`src/rtl/secret_accum_multi.sv`:
```
// rtl/secret_accum_multi.sv - per-channel accumulators with secret offset, bypass mux and pass-through delay line
// Optional feature macro: SECRET_ACCUM_SAT_EN (saturate accumulator on overflow instead of wrapping).
module secret_accum_multi #(
    parameter int WIDTH     = 32,
    parameter int CHANNELS  = 2,
    parameter int SECRET    = 7,
    parameter int PT_WIDTH  = 129,
    parameter int PT_STAGES = 0
) (
    input  logic                      clk,
    input  logic                      rst_n,
    input  logic [CHANNELS-1:0]       in_valid,
    input  logic [CHANNELS-1:0]       clear,
    input  logic [CHANNELS-1:0]       bypass,
    input  logic [CHANNELS*WIDTH-1:0] accum_in,
    output logic [CHANNELS*WIDTH-1:0] accum_out,
    output logic [CHANNELS*WIDTH-1:0] bypass_out,
    output logic [CHANNELS*16-1:0]    count,
    output logic [CHANNELS-1:0]       overflow,
    input  logic [PT_WIDTH-1:0]       pt_in,
    output logic [PT_WIDTH-1:0]       pt_out
);

    localparam logic [WIDTH-1:0] SECRET_W = WIDTH'(SECRET);

    logic [WIDTH-1:0]   accum_q [CHANNELS];
    logic [WIDTH-1:0]   accum_d [CHANNELS];
    logic [15:0]        count_q [CHANNELS];
    logic [15:0]        count_d [CHANNELS];
    logic [CHANNELS-1:0] ovf_q;
    logic [CHANNELS-1:0] ovf_d;
    logic [WIDTH+1:0]   sum     [CHANNELS];
    logic [CHANNELS-1:0] sum_ovf;

    // Two guard bits make the carry out of accum + data + secret visible.
    always_comb begin
        for (int c = 0; c < CHANNELS; c++) begin
            sum[c]     = {2'b00, accum_q[c]} + {2'b00, accum_in[c*WIDTH +: WIDTH]} + {2'b00, SECRET_W};
            sum_ovf[c] = |sum[c][WIDTH+1:WIDTH];
            accum_d[c] = accum_q[c];
            count_d[c] = count_q[c];
            ovf_d[c]   = ovf_q[c];
            if (clear[c]) begin
                accum_d[c] = '0;
                count_d[c] = '0;
                ovf_d[c]   = 1'b0;
            end else if (in_valid[c]) begin
`ifdef SECRET_ACCUM_SAT_EN
                accum_d[c] = sum_ovf[c] ? '1 : sum[c][WIDTH-1:0];
`else
                accum_d[c] = sum[c][WIDTH-1:0];
`endif
                count_d[c] = (count_q[c] == 16'hFFFF) ? count_q[c] : count_q[c] + 16'd1;
                ovf_d[c]   = ovf_q[c] | sum_ovf[c];
            end
        end
    end

    always_ff @(posedge clk) begin
        if (!rst_n) begin
            for (int c = 0; c < CHANNELS; c++) begin
                accum_q[c] <= '0;
                count_q[c] <= '0;
            end
            ovf_q <= '0;
        end else begin
            for (int c = 0; c < CHANNELS; c++) begin
                accum_q[c] <= accum_d[c];
                count_q[c] <= count_d[c];
            end
            ovf_q <= ovf_d;
        end
    end

    // Status outputs read as zero for the whole time reset is held, even before the first edge.
    always_comb begin
        accum_out = '0;
        count     = '0;
        for (int c = 0; c < CHANNELS; c++) begin
            accum_out[c*WIDTH +: WIDTH] = rst_n ? accum_q[c] : '0;
            count[c*16 +: 16]           = rst_n ? count_q[c] : 16'd0;
        end
        overflow = rst_n ? ovf_q : '0;
    end

    always_comb begin
        bypass_out = '0;
        for (int c = 0; c < CHANNELS; c++) begin
            bypass_out[c*WIDTH +: WIDTH] = bypass[c] ? accum_in[c*WIDTH +: WIDTH]
                                                     : accum_out[c*WIDTH +: WIDTH];
        end
    end

    generate
        if (PT_STAGES == 0) begin : g_pt_comb
            assign pt_out = pt_in;
        end else begin : g_pt_reg
            logic [PT_WIDTH-1:0] pt_q [PT_STAGES];
            logic [PT_WIDTH-1:0] pt_d [PT_STAGES];

            always_comb begin
                pt_d[0] = pt_in;
                for (int s = 1; s < PT_STAGES; s++) begin
                    pt_d[s] = pt_q[s-1];
                end
            end

            always_ff @(posedge clk) begin
                for (int s = 0; s < PT_STAGES; s++) begin
                    pt_q[s] <= rst_n ? pt_d[s] : '0;
                end
            end

            assign pt_out = pt_q[PT_STAGES-1];
        end
    endgenerate

endmodule

```
`config.mk`:
```
export PLATFORM = sky130hd
export DESIGN_NAME = secret_accum_multi
export DESIGN_NICKNAME = d
export VERILOG_FILES = /design/src/rtl/secret_accum_multi.sv
export SDC_FILE = /design/constraint.sdc
export NUM_CORES = 1
export LEC_CHECK = 0
export ABC_CLOCK_PERIOD_IN_PS = 5900
export CORE_AREA = 2 2 189 191
export DETAILED_ROUTE_END_ITERATION = 8
export DIE_AREA = 0 0 191 193
export PLACE_DENSITY_LB_ADDON = 0.1
export SLEW_MARGIN = 20
export SYNTH_ARGS = -nofsm -noshare
export SYNTH_HDL_FRONTEND = slang
export SYNTH_SLANG_ARGS = --single-unit
```
`constraint.sdc`:
```
create_clock -name clk -period 5.9 [get_ports clk]
set_clock_uncertainty 0.15 [all_clocks]
set_input_delay 0.885 -clock clk [delete_from_list [all_inputs] [get_ports clk]]
set_output_delay 0.885 -clock clk [all_outputs]
set_load 0.005 [all_outputs]
```
### Word-level counts from Yosys, hierarchy flattened

Memory sizes are Yosys's and may differ from the RTL's.
Index checks and enable logic that the tools add are counted.
W data, S select, Z words.

* $add $sub $neg: 6
* equality and inequality tests: 2
* multiplexer cells: 23
* bitwise logic cells: 7
* reduce and logical (&&, ||, !) cells: 4

Operators by type and width (count)
* $mux W32: 10
* $mux W16: 10
* $add A33 B3 Y34 const B: 2
* $add A32 B32 Y33: 2
* $add A16 B1 Y16 const B: 2
* $eq A16 B16 Y1 const B: 2
* $reduce_or A2 Y1: 4
* $or A1 B1 Y1: 6
* $mux W1: 2
* $mux W2: 1
* $not A1 Y1: 1

* register bits: 2
* RAM bits: 96
* bits of input ports: 201
* output and inout port bits: 291
* logic and storage cells: 46
* memories kept: 2

Memory list
* accum_q: depth 2, bits a word 32, read ports 2, clocked after memory_dff 0, write ports 2, RTL line 26 `logic [WIDTH-1:0] accum_q [CHANNELS];`
* count_q: depth 2, bits a word 16, read ports 2, clocked after memory_dff 0, write ports 2, RTL line 28 `logic [15:0] count_q [CHANNELS];`

### Longest topological paths before layout

Gate-level depths: netlist (run 1).

* depth in word-level cells: 5
* depth in mapped cells: 14
* depth with buffers taken out: 14

### Least setup slack after synthesis (run 1)

Ideal clock, no wire load.

* path kind: input -> register
* start: input port accum_in[1]
* end: memory accum_q[0][29]
* data arrival time: 3265 ps
* data required time: 5634 ps
* setup slack: 2369 ps
* cell stages on the path: 13
* path through: inv_1 > ha_1 > inv_1 > ha_1 > fa_1 > a211oi_2 > o211ai_2 > a41oi_2 > o211a_2 > o32ai_4 > a31oi_1 > mux2i_1 > a31o_1

RTL lines
* start, declared: RTL line 15 `input logic [CHANNELS*WIDTH-1:0] accum_in,`
* end, declared: RTL line 26

==> results, run 1 <==
- The most common cell after layout, fill and taps aside is sky130_fd_sc_hd__clkdlybuf4s50_1.
- The total nets after synthesis is 1586.
- After clock tree synthesis, the clock-pin slew on the worst setup and hold paths is 80 ps.
- The maximum fanout along the worst path is 5.
- The number of placed instances, taps included, is between 1500 and 2000.
- The remaining routing DRC violations is 0.
- The clock network latency to the later pin of the worst-skew pair is approximately 360 ps.
- The detail-routed via count per cell is approximately 4.8.
- The final hold violation count came to 0.
- STA classifies the critical path startpoint as an input port.
- Once the floorplan was initialized, standard cells occupied 29.3% of the core.
- CTS built an H-tree with a depth of 3.
- The flip-flop cell with the highest count after synthesis is sky130_fd_sc_hd__dfxtp_1.
- Yosys mapped the design onto 74 distinct sky130hd cell types.
- Summing over every cut layer, the via total after detailed routing is 8675.
- The standard cell with the maximum stage delay on the critical path is sky130_fd_sc_hd__clkdlybuf4s50_1.
- The synthesized design spends more area on one cell type than any other, namely sky130_fd_sc_hd__dfxtp_1.
- For this design, the sink count on the clock tree is between 90 and 100.
- The HPWL after detailed placement is between 20000 and 25000 um.
- The flow ran to the end, and the final reports show no timing, DRC or antenna violations.
- On the critical path the largest part of the delay comes from compound AO/OA/AOI/OAI gates.
- The cell row count is 69.
- The area of the multi-input gates is about 6900 um^2.
- Summing all non-filler instances in the final layout gives an area of 12300 um^2.
- The type of destination of the critical path is a flop.
- The maximum buffer depth of the clock tree is 2.
- The number of gates resized after CTS was 0.
- The area of the mapped netlist is 10200 um^2.
- The Yosys warning count is 0.
- Yosys attributes the largest share of cell area to sky130_fd_sc_hd__dfxtp_1, sky130_fd_sc_hd__ha_1, sky130_fd_sc_hd__buf_4.
- The largest single stage delay on the critical path is 480 ps.
- Summing all flip-flop and latch instances after layout gives 1960 um^2.
- Counting the fill cells in the layout gives 3688.
- The type of the tightest min-delay check is flop to flop.
- The critical path is of the input port to flop type.
- The total area inside the core boundary comes to between 30000 and 40000 um^2.
- The number of antenna violations at the first check in global routing was 0.
- The worst max-slew margin expressed relative to the limit is about a third.
- The mean post-synth cell area is ~8.2 um^2.
- The number of synthesized register bits is 98.
- The first-pass GRT wire length is 45400 um.
- The clock tree from TritonCTS is yes.
- The first detailed-routing pass took 4 iterations.
- Cells fill 35.3% of the core in the end.
- Setup repair after global routing left no endpoint under its margin.
- Buffers placed on the I/O ports in this run total 233.
- The area growth from synthesis to layout is 20.4%.
- The final cell count without fillers is 1794.
- Counting flops with a built-in enable in the synthesized netlist gives 0.
- Once the clock tree was built, the setup fixing pass inserted 0 buffers.
- The max-slew violation total from the final report is 0.
- The placer congestion estimate is 0.875.
- At the pin with the least slew margin, the transition time is 985 ps.
- The sequential share of the synthesized area is 19.1%.
- After synthesis, the share of flip-flops with an asynchronous set or reset is 0%.
- The library cells used most frequently in the layout, excluding fill and tap cells, are sky130_fd_sc_hd__clkdlybuf4s50_1, sky130_fd_sc_hd__ha_1, sky130_fd_sc_hd__nor2_1.
- The worst-case IR drop observed on VDD is 0.119 mV.
- The floorplan step set the die width to ~190 um.
- The cell area reported after detailed placement is 12000 um^2.
- In this run, post-CTS hold repair placed 0 buffers.
- The static leakage power is 5.26 nW.
- The synthesized netlist cell count is 1255.
- The average routed wire per standard cell is 15.9 um.
- For the worst setup path, the data arrival time is slightly above 4000 ps.
- The sum of negative setup slack is 0 ps.
- Setup violations remaining at the end of the flow were counted as 0.
- The die is 193 um tall.
- For this block, the routed nets add up to 28500 um of wire.
- In this run, the number of DRC markers left after iteration 0 of detailed routing was 278.
- Traced cell by cell, the critical path runs through clkdlybuf4s50_1, inv_1, ha_1, inv_1, ha_1, fa_1, a211oi_2, o211ai_2, a41oi_2, o211a_2, o32ai_4, a31oi_1, mux2i_1, a31o_1.
- The share of final-layout standard cells stronger than drive strength 1 is 8.41%.
- The post-layout net count is 1658.
- The post-route worst hold slack is between 300 and 400 ps.
- For this design the ratio of total power to cell area is 164 nW/um^2.
- The worst path uses between 60% and 70% of the clock period.
- In this run the remaining antenna-violating nets after routing total 0.
- The share of synthesized area in the top cell type comes to 19.1%.
- The number of maximum-capacitance violations is 0.
- The die covers 36900 um^2.
- The TritonCTS buffer count is 9.
- The shortest clock period the worst path allows after layout is 3940 ps.
- The number of placed I/O pins is 492.
- The maximum number of pins on one net before global-route repair is 67.
- Global routing used between 10% and 20% of the available tracks.
- The clock root buffer master is sky130_fd_sc_hd__clkbuf_16.
- The via count of the first global-routing pass is 8764.
- Based on the critical path, the design can be clocked at up to between 0.2 and 0.3 GHz.
- STA puts the critical path data required time at 6010 ps.
- The total congestion overflow after global routing is 0.
- The number of buffers and inverters on the critical path is 3.
## flip-flops by register name, summed over array words and instances, names as in the netlist
| signal | count |
|---|---|
| accum_q | 64 |
| ovf_q | 2 |
| count_q | 32 |
## where the power goes
| part | internal (W) | total, W | switching [W] |
|---|---|---|---|
| clock | 0.000338 | 0.000646 | 0.000307 |
| combinational | 0.000334 | 0.000667 | 0.000333 |
| sequential | 0.000686 | 0.000706 | 0.0000208 |
## cells in the mapped netlist, types with 13 or more instances
cell type	count
sky130_fd_sc_hd__nand4_1	18
sky130_fd_sc_hd__xor2_1	29
sky130_fd_sc_hd__buf_4	131
sky130_fd_sc_hd__nand3_1	39
sky130_fd_sc_hd__mux2i_1	37
sky130_fd_sc_hd__dfxtp_1	98
sky130_fd_sc_hd__or3_1	13
sky130_fd_sc_hd__and2_1	104
sky130_fd_sc_hd__o21ai_0	34
sky130_fd_sc_hd__ha_1	128
sky130_fd_sc_hd__clkbuf_1	33
sky130_fd_sc_hd__a21o_1	28
sky130_fd_sc_hd__nand2_1	57
sky130_fd_sc_hd__a21oi_1	69
sky130_fd_sc_hd__nor3_1	16
sky130_fd_sc_hd__nor2_1	114
sky130_fd_sc_hd__xnor2_1	41
sky130_fd_sc_hd__inv_1	43
sky130_fd_sc_hd__mux2_2	64
## stage by stage
stage / setup slack, ps / power [W]
after CTS: 1910 / 0.00206
after floorplan: 2370 / 0.00122
after detailed placement: 1610 / 0.00139
after global placement: 1660 / 0.00140
after global routing: 1790 / 0.00215
final: 1960 / 0.00202
## cells by family after synthesis
| family | after synthesis | synth area share [%] |
|---|---|---|
| simple gates | 403 | 20.0 |
| flops | 98 | 19.1 |
| mux | 101 | 10.6 |
| buf+inv | 224 | 13.1 |
| fa+ha+maj | 130 | 16.0 |
| compound gates | 229 | 15.0 |
| xor+xnor | 70 | 5.98 |
## final cells by class
class,instances,share of cell area [%]
Sequential cell,98,15.9
Multi-Input combinational cell,933,56.3
Antenna cell,1,0.0203
Tap cell,461,4.68
Timing Repair Buffer,242,19.3
Inverter,43,1.31
Clock inverter,7,0.659
Clock buffer,9,1.83
## layer usage
metal	global-route usage [%]	wire length (um)	up-vias
li1	-	-	4426
met1	18.7	12900	3969
met2	26.3	13500	227
met3	3.58	1530	53
met4	4.98	597	0
met5	0	0	-
## final timing paths
| check | startpoint | to | slack [ps] | cells after the start |
|---|---|---|---|---|
| worst max-delay path | accum_in[1] | accum_q[0][29] | 1960 | 14 |
| worst min-delay path | accum_q[0][32] | accum_q[0][32] | 340 | 2 |
| worst max register to register | accum_q[0][1] | accum_q[0][29] | 2630 | 13 |
| worst min register to register | accum_q[0][32] | accum_q[0][32] | 340 | 2 |
## worst reg2reg max path, stage by stage, from the launching register on
cell and delay [ps]:
sky130_fd_sc_hd__dfxtp_1 340, sky130_fd_sc_hd__inv_1 50, sky130_fd_sc_hd__ha_1 260, sky130_fd_sc_hd__inv_1 40, sky130_fd_sc_hd__ha_1 230, sky130_fd_sc_hd__fa_1 440
sky130_fd_sc_hd__a211oi_2 270, sky130_fd_sc_hd__o211ai_2 160, sky130_fd_sc_hd__a41oi_2 290, sky130_fd_sc_hd__o211a_2 290, sky130_fd_sc_hd__o32ai_4 140, sky130_fd_sc_hd__a31oi_1 250
sky130_fd_sc_hd__mux2i_1 100, sky130_fd_sc_hd__a31o_1 180
Note: power is estimated with default switching activity, not from simulation.
==> run 2: changes to the inputs <==
ABC_CLOCK_PERIOD_IN_PS = 4100   (was 5900)
clock period = 4.1 ns   (was 5.9 ns; I/O delays follow)
==> results, run 2 (same netlist as run 1, synthesis figures left out) <==
- The run finished with clean final reports.
- The static leakage power is 5.28 nW (+0.36%).
- The number of setup violations in the final report came to 0 (unchanged).
- The met2 track demand over resource in global routing came to 26.3% (+0.028 points).
- The share of final-layout standard cells stronger than drive strength 1 is 8.61% (+0.21 points).
- The initial standard-cell utilization of the core was 29.3% (unchanged).
- The standard cell core area is 35000 um^2 (unchanged).
- The area of all placed cells without fillers is 12400 um^2 (+0.30%).
- The max-slew violation total from the final report is 0 (unchanged).
- The overall routed net length is 28800 um (+1.0%).
- The post-route worst hold slack is 347 ps (+6.65 ps).
- The number of hold buffers added after cts is 0 (unchanged).
- The via count of the first global-routing pass is 8655 (-1.2%).
- The level count of the clock H-tree came to 3 (unchanged).
- Setup repair after global routing left no endpoint under its margin.
- The total congestion overflow after global routing is 0 (unchanged).
- The post-detailed-route count of antenna-violating nets is 0 (unchanged).
- Counting flops per register, the top entry is accum_q.
- The DRC violation total after the first TritonRoute iteration came to 389 (+40%).
- The total power divided by cell area is 234 nW/um^2 (+43%).
- The type of the tightest min-delay check is flop to flop.
- The standard cell with the maximum stage delay on the critical path is sky130_fd_sc_hd__clkdlybuf4s50_1.
- The post-CTS clock slew at the launch and capture registers of the worst setup and hold paths is 80 ps (about the same).
- The TritonCTS buffer count is 9 (unchanged).
- The relative area change from synthesis to final layout is 20.7%.
- The overall die area was 36900 um^2 (unchanged).
- The number of antenna violations at the first check in global routing came to 1 (+1).
- The maximum fanout along the worst path came to 5 (unchanged).
- The maximum number of pins on one net before global-route repair came to 43 (-36%).
- Dividing the final minimum period by the clock period gives 89.2%.
- The total track usage is 15.5% (+0.25 points).
- For this run, the top clock speed supported by timing is 0.274 GHz.
- The worst setup path is captured at a flop.
- The setup slack after layout is 444 ps (-1520 ps).
- The remaining routing DRC violations is 0 (unchanged).
- The number of sinks driven by the clock tree is 98 (unchanged).
- The clock root buffer master is sky130_fd_sc_hd__clkbuf_16.
- In the layout the commonest cells are sky130_fd_sc_hd__clkdlybuf4s50_1, sky130_fd_sc_hd__ha_1, sky130_fd_sc_hd__nor2_1.
- The HPWL after detailed placement is 22300 um (+1.2%).
- The startpoint class of the critical path is an input port.
- The die width is 191 um (unchanged).
- The met3 track demand over resource in global routing is 3.33% (-0.25 points).
- The critical path class is input port to flop.
- The worst slack at placement came to 46.8 ps (-1560 ps).
- The first-pass GRT wire length is 45900 um (+1.1%).
- The maximum buffer depth of the clock tree was 2 (unchanged).
- The quantity of I/O buffers inserted on ports is 233 (unchanged).
- The clock tree from TritonCTS is yes.
- The final hold violation count is 0 (unchanged).
- The clock network latency to the later pin of the worst-skew pair was 360 ps (about the same).
- The cell area reported after detailed placement is 12100 um^2 (+0.35%).
- The worst max-slew margin expressed relative to the limit was 39.3% (+5.0 points).
- The worst supply voltage drop on vdd is 0.165 mV (+39%).
- The worst path needs 3660 ps of the cycle, external delays included.
- The peak per-stage delay on the critical path is 480 ps (about the same).
- The number of maximum-capacitance violations is 0 (unchanged).
- The number of search-and-repair iterations in the first detailed-routing pass is 4 (unchanged).
- The average routed wire per standard cell is 16.0 um (+0.79%).
- The global-route met1 utilization was 19.8% (+1.0 points).
- The total setup buffers inserted after CTS was 0 (unchanged).
- In the final layout, the registers with the most flip-flops are accum_q x64, count_q x32, ovf_q x2.
- The number of placed I/O pins is 492 (unchanged).
- The flip-flop count of the largest register, all copies and words added was 64 (unchanged).
- The placer congestion estimate is 0.853 (-2.6%).
- The cell row count was 69 (unchanged).
- The sum of negative setup slack is 0 ps (unchanged).
- The die height is 193 um (unchanged).
- The slew at the pin closest to its max-slew limit is 909 ps (-76.0 ps).
- The detail-routed via count per cell is 4.84 (+0.18%).
- The arrival time of data at the critical path endpoint is 3760 ps (-290 ps).
- The post-layout net count was 1662 (+0.24%).
- The routed via count came to 8710 (+0.40%).
- Leaving out fill and tap cells, the most frequent cell in the layout is sky130_fd_sc_hd__clkdlybuf4s50_1.
- The required time reported for the critical path endpoint is 4210 ps (-1800 ps).
- met2 is the most crowded layer.
- The signal on the critical path passes through clkdlybuf4s50_1, inv_1, ha_1, inv_1, ha_1, fa_1, a211oi_2, o211ai_2, a41oi_2, o211a_2, o32ai_4, a31oi_1, mux2i_1, a31o_1.
- The post-CTS resize count was 0 (unchanged).
[run 2: changes by cell type in the layout (fill, tap and decap cells not counted)]
cell / previous run / this run
sky130_fd_sc_hd__diode_2: 1 / 2
sky130_fd_sc_hd__clkinv_2: 1 / 0
sky130_fd_sc_hd__buf_4: 10 / 12
sky130_fd_sc_hd__inv_6: 4 / 1
sky130_fd_sc_hd__clkinv_4: 0 / 3
sky130_fd_sc_hd__buf_12: 0 / 1
sky130_fd_sc_hd__buf_2: 3 / 4
[run 2: worst max-delay path: cells and delay by family]
kind,cells,cell delay [ps]
AOI/OAI and AO/OA,7,1540
adders and majority gates,3,930
buffers and inverters,3,570
muxes,1,100
[run 2: cell type report]
type | instances | area (um^2)
multi-input combinational | 933 | 6950
tap | 461 | 577
sequential | 98 | 1960
clock buffer | 9 | 225
fill | 3638 | 22600
timing repair buffer | 246 | 2420
antenna | 2 | 5.00
clock inverter | 6 | 76.3
inverter | 43 | 161
[run 2: routing by layer]
metal	part of all wire, %	up-vias
met5	0	-
li1	-	4450
met4	1.9	0
met2	47	227
met3	5.1	49
met1	46	3984
[run 2: report_power, final]
group          switching (W)  internal, W  leakage, nW
clock network       0.000430     0.000481        0.148
logic               0.000485     0.000485         4.34
registers          0.0000289     0.000987        0.796
total               0.000944      0.00195         5.28
[run 2: path summary, 6_finish.rpt]
check | startpoint | endpoint | slack, ps | depth (start not counted)
setup / recovery | accum_in[1] | accum_q[0][29] | 440 | 14
hold / removal | accum_q[0][32] | accum_q[0][32] | 350 | 2
setup reg to reg | accum_q[0][1] | accum_q[0][29] | 830 | 13
hold reg to reg | accum_q[0][32] | accum_q[0][32] | 350 | 2
[run 2: through the flow]
step / power, W / std cells / util, %
3_3_place_gp: 0.00202 / 1781 / 34.5
4_1_cts: 0.00296 / 1796 / 35.4
2_1_floorplan: 0.00175 / 1255 / -
6_report: 0.00290 / 1798 / 35.4
3_5_place_dp: 0.00201 / 1781 / 34.5
5_1_grt: 0.00310 / 1796 / 35.4
